### src/rtl/btn_pkg.sv
// Shared types and helpers for the push-button conditioner.
package btn_pkg;

  typedef enum logic [1:0] {
    RELEASED      = 2'b00,
    PRESS_CHECK   = 2'b01,
    PRESSED       = 2'b11,
    RELEASE_CHECK = 2'b10
  } btn_state_e;

  // A counter needs at least one bit even when $clog2 returns 0.
  function automatic int cnt_width(input int n);
    return (n <= 1) ? 1 : $clog2(n);
  endfunction

endpackage

### src/rtl/bit_synchronizer.sv
// Multi-flop synchroniser for a single asynchronous bit.
// The chain clears to 0 on a synchronous reset.
module bit_synchronizer #(
  parameter int STAGES = 2
) (
  input  logic clk,
  input  logic reset,
  input  logic d,
  output logic q
);

  logic [STAGES-1:0] sync_q;

  // NOTE: sequential state is written only with non-blocking assignments so
  // every flop samples the pre-edge value of its neighbour.
  always_ff @(posedge clk) begin
    if (reset) begin
      sync_q <= '0;
    end else begin
      sync_q <= {sync_q[STAGES-2:0], d};
    end
  end

  assign q = sync_q[STAGES-1];

endmodule

### src/rtl/button_conditioner.sv
// Synchronises and debounces a raw push-button pin and produces a clean level
// plus single-cycle press, release and long-press pulses.
module button_conditioner
  import btn_pkg::*;
#(
  parameter int SYNC_STAGES       = 2,
  parameter int DEBOUNCE_CYCLES   = 10,
  parameter int LONG_PRESS_CYCLES = 50
) (
  input  logic clk,
  input  logic reset,
  input  logic btn_raw,
  output logic btn_level,
  output logic press_pulse,
  output logic release_pulse,
  output logic long_press_pulse
);

  localparam int DEB_W  = cnt_width(DEBOUNCE_CYCLES);
  localparam int HOLD_W = cnt_width(LONG_PRESS_CYCLES);

  logic              s;
  btn_state_e        state_q, state_d;
  logic [DEB_W-1:0]  deb_q, deb_d;
  logic [HOLD_W-1:0] hold_q, hold_d;
  logic              fired_q, fired_d;
  logic              level_q, level_d;
  logic              press_q, press_d;
  logic              release_q, release_d;
  logic              long_q, long_d;

  bit_synchronizer #(
    .STAGES (SYNC_STAGES)
  ) u_sync (
    .clk   (clk),
    .reset (reset),
    .d     (btn_raw),
    .q     (s)
  );

  // NOTE: every variable gets a default before the case so no path leaves
  // one unassigned, which would otherwise infer a latch.
  always_comb begin
    state_d   = state_q;
    deb_d     = deb_q;
    hold_d    = hold_q;
    fired_d   = fired_q;
    press_d   = 1'b0;
    release_d = 1'b0;
    long_d    = 1'b0;

    case (state_q)
      RELEASED: begin
        if (s) begin
          state_d = PRESS_CHECK;
          deb_d   = '0;
        end
      end
      PRESS_CHECK: begin
        if (!s) begin
          state_d = RELEASED;
          deb_d   = '0;
        end else if (int'(deb_q) == DEBOUNCE_CYCLES - 1) begin
          state_d = PRESSED;
          deb_d   = '0;
          hold_d  = '0;
          fired_d = 1'b0;
          press_d = 1'b1;
        end else begin
          deb_d = deb_q + 1'b1;
        end
      end
      PRESSED: begin
        if (int'(hold_q) < LONG_PRESS_CYCLES - 1) begin
          hold_d = hold_q + 1'b1;
        end
        // The sticky flag limits the long-press event to once per press.
        if (int'(hold_q) == LONG_PRESS_CYCLES - 1 && !fired_q) begin
          long_d  = 1'b1;
          fired_d = 1'b1;
        end
        if (!s) begin
          state_d = RELEASE_CHECK;
          deb_d   = '0;
        end
      end
      RELEASE_CHECK: begin
        if (s) begin
          state_d = PRESSED;
          deb_d   = '0;
        end else if (int'(deb_q) == DEBOUNCE_CYCLES - 1) begin
          state_d   = RELEASED;
          deb_d     = '0;
          release_d = 1'b1;
        end else begin
          deb_d = deb_q + 1'b1;
        end
      end
      default: begin
        state_d = RELEASED;
        deb_d   = '0;
        hold_d  = '0;
        fired_d = 1'b0;
      end
    endcase

    level_d = (state_d == PRESSED) || (state_d == RELEASE_CHECK);
  end

  always_ff @(posedge clk) begin
    if (reset) begin
      state_q   <= RELEASED;
      deb_q     <= '0;
      hold_q    <= '0;
      fired_q   <= 1'b0;
      level_q   <= 1'b0;
      press_q   <= 1'b0;
      release_q <= 1'b0;
      long_q    <= 1'b0;
    end else begin
      state_q   <= state_d;
      deb_q     <= deb_d;
      hold_q    <= hold_d;
      fired_q   <= fired_d;
      level_q   <= level_d;
      press_q   <= press_d;
      release_q <= release_d;
      long_q    <= long_d;
    end
  end

  assign btn_level        = level_q;
  assign press_pulse      = press_q;
  assign release_pulse    = release_q;
  assign long_press_pulse = long_q;

endmodule

### config.mk
export PLATFORM = sky130hd
export DESIGN_NAME = button_conditioner
export DESIGN_NICKNAME = d
export VERILOG_FILES = /design/src/rtl/btn_pkg.sv /design/src/rtl/bit_synchronizer.sv /design/src/rtl/button_conditioner.sv
export SDC_FILE = /design/constraint.sdc
export NUM_CORES = 1
export LEC_CHECK = 0
export CAP_MARGIN = 20
export CORE_AREA = 2 2 45 55
export DETAILED_ROUTE_END_ITERATION = 7
export DIE_AREA = 0 0 47 57
export GPL_ROUTABILITY_DRIVEN = 0
export GPL_TIMING_DRIVEN = 0
export PLACE_DENSITY = 0.7
export REMOVE_ABC_BUFFERS = 1
export SYNTH_ARGS = -nofsm -noshare
export SYNTH_HDL_FRONTEND = slang
export SYNTH_SLANG_ARGS = --single-unit
### constraint.sdc
create_clock -name clk -period 1.8 [get_ports clk]
set_input_delay 0.36 -clock clk [delete_from_list [all_inputs] [get_ports clk]]
set_output_delay 0.36 -clock clk [all_outputs]
set_load 0.05 [all_outputs]
==> impl_metrics.toml <==
[setup_path]
path_cells = "inv_1 -> ha_1 -> mux2_4 -> or4_1 -> a31oi_1"
cpLargestDelayFamily = "simple AND/OR/NAND/NOR gates"
critPathBufInv = 1
critPathRequiredTime_ns = 2.02
criticalPathCategory = "flip-flop to flip-flop"
arrival_ns = 1.91
crit_slowest_cell = "or4_1"
worstSetupStartpointType = "flip-flop"
end_kind = "flip-flop"
critical-path-max-stage-delay_ns = 0.47
path_max_fanout = 8

[logic_synthesis]
async_flop_share = 0
synth_top_area_frac = 0.365
syn_inst = 118
ys.flop_type = "dfxtp_1"
synth-seq-cells = 19
synth.distinct_cells = 33
synthTopCellsByArea = "dfxtp_1 36%, ha_1 12%, a21oi_1 5.8%"
yosys_warnings = 0
avgSynthCellArea_um2 = 8.84
synth_largest_area_cell = "dfxtp_1"
synth-edff-count = 0
yosysSeqAreaShare = 0.365
synth.cell_area_mm2 = 0.00104

[placed_design]
portBuffers = 6
place_area_mm2 = 0.00111
post-dp-hpwl_mm = 1.37
dp.cells = 151

[routing]
dr.pass1.iters = 4
num_vias = 843
drt-wirelength-per-cell_um = 12.5
drtAntennaViolNets = 0
drc = 0
drtIter0Drc = 25
drt-total-wl_mm = 1.93
post_drt_via_cell_ratio = 5.44

[clock_network]
cts.path.max_buffers = 2
clk_pin_slew_ns = 0.11
clockRootBuffer = "clkbuf_4"
cts_inserted_buffers = 3
cts_num_sinks = 19
insertion_delay_ns = 0.30
cts_max_level = 1
cts_tree = "yes"

[cells_and_area]
fin_cells = 155
finalInstanceArea_mm2 = 0.00119
area_growth_pct = 13.7
drive_gt1_frac = 0.137
nets = 138
diodes = 0
final_util = 0.542

[global_route]
grt_max_degree = 17
overflow = 0
grt_pass1_wl_mm = 3.23
grt_usage = 0.164
grt_antenna_before_repair = 0
grt_pass1_vias = 749

[timing]
worstMarginPinSlew_ns = 0.529
setup_viol = 0
rsz0062_at_grt = "no"
period_share = 0.937
setup_tns_ns = 0
finalHoldViolCount = 0
clock_skew_ns = 0.00624
finalCriticalPeriod_ns = 1.69
max_slew_margin = 0.646
drv_slew = 0
max_freq_mhz = 593

[power]
peakVddDrop_mv = 0.512
cellLeakagePower_nw = 0.472
p_per_area_mw_per_mm2 = 776

[job]
max-cap-violations = 0

[floorplan]
start_util = 0.477
die-area_mm2 = 0.00268
chipHeight_um = 57
rows = 19
core_mm2 = 0.00219
ios = 7
die_w_um = 47

[hold_path]
hold_path_class = "flip-flop to flip-flop"

[status]
outcome = "completed"
[kinds of logic (layout without fill, tap and decap cells)]
group	count (synthesis)	in the layout	synth area share
AND/OR/NAND/NOR	44	44	0.249
AO/OA/AOI/OAI	30	30	0.176
flip-flops	19	19	0.365
buffers and inverters	13	19	0.0647
adder cells (fa/ha/maj)	10	10	0.120
multiplexers	2	2	0.0252
[state kept, by name (all words and copies together), names as in the netlist]
name,count
hold_q,6
deb_q,4
state_q,2
u_sync.sync_q,2
btn_level,1
fired_q,1
long_press_pulse,1
press_pulse,1
release_pulse,1
[cells in the mapped netlist, types with 2 or more instances]
| master | n |
|---|---|
| a21oi_1 | 12 |
| a221oi_1 | 2 |
| a31oi_1 | 4 |
| buf_6 | 2 |
| dfxtp_1 | 19 |
| ha_1 | 10 |
| inv_1 | 9 |
| nand2_1 | 9 |
| nand3_1 | 6 |
| nand4_1 | 2 |
| nor2_1 | 5 |
| nor2b_1 | 2 |
| nor3_1 | 2 |
| nor4_1 | 3 |
| nor4b_1 | 2 |
| o21ai_0 | 5 |
| o31ai_1 | 2 |
| or3_1 | 5 |
| or4_1 | 3 |
[final cells by class]
| class | instances | area (um^2) |
|---|---|---|
| repair buffers | 6 | 66.3 |
| multi-input cells | 86 | 633 |
| clock buffers | 4 | 26.3 |
| well taps | 31 | 38.8 |
| inverters | 9 | 33.8 |
| flip-flops and latches | 19 | 388 |
| fillers | 218 | 1000 |
[final timing paths]
| kind | depth (start not counted) | startpoint | slack (ns) | end |
|---|---|---|---|---|
| min | 1 | u_sync.sync_q[0] | 0.46 | u_sync.sync_q[1] |
| max reg2reg | 5 | state_q[0] | 0.11 | deb_q[2] |
| min reg2reg | 1 | u_sync.sync_q[0] | 0.46 | u_sync.sync_q[1] |
| max | 5 | state_q[0] | 0.11 | deb_q[2] |
[power breakdown]
group          internal, mW  switching (mW)
Combinational        0.0983           0.138
Clock                0.0863           0.130
Sequential            0.444          0.0241
[worst reg2reg max path, delay by kind of cell (launching register included)]
| family | cells | cell delay, ns |
|---|---|---|
| flops | 1 | 0.40 |
| buf+inv | 1 | 0.10 |
| fa+ha+maj | 1 | 0.20 |
| compound gates | 1 | 0.13 |
| simple gates | 1 | 0.47 |
| mux | 1 | 0.31 |
[routing by layer]
| metal | up-vias | part of all wire | track usage |
|---|---|---|---|
| met5 | - | 0 | 0 |
| met2 | 15 | 0.50 | 0.260 |
| met4 | 0 | 0.019 | 0.0913 |
| met1 | 380 | 0.45 | 0.205 |
| li1 | 444 | - | - |
| met3 | 4 | 0.031 | 0.0222 |
[timing repair]
| action | 4_1_cts | 5_1_grt |
|---|---|---|
| setup buffers | 0 | 0 |
| hold buffers | 0 | 0 |
| gates cloned | 0 | 0 |
| pin swaps | 0 | 1 |
| resized for setup | 4 | 12 |
| setup endpoints to repair | 8 | 11 |
| hold endpoints to repair | 0 | 0 |
[placed cells by master (no fill, tap or decap), drive strengths merged, types with 3 or more instances in the layout]
cell	Yosys	routed
o21ai	5	5
nor2	5	5
nand3	6	6
or3	5	5
a21oi	12	12
clkbuf	1	4
inv	9	9
dlymetal6s2s	0	3
nand2	9	9
or4	3	3
nor4	3	3
ha	10	10
a31oi	4	4
dfxtp	19	19
[per-stage QoR]
stage               hold slack [ns]  worst slack (ns)  total power, mW
floorplan                     0.414             0.157            0.629
global placement              0.426            -0.126            0.676
detailed placement            0.440            -0.183            0.684
CTS                           0.460           0.00625            0.906
global route                  0.470           0.00132            0.976
finish                        0.459             0.114            0.921
(Power assumes the default switching activity.)
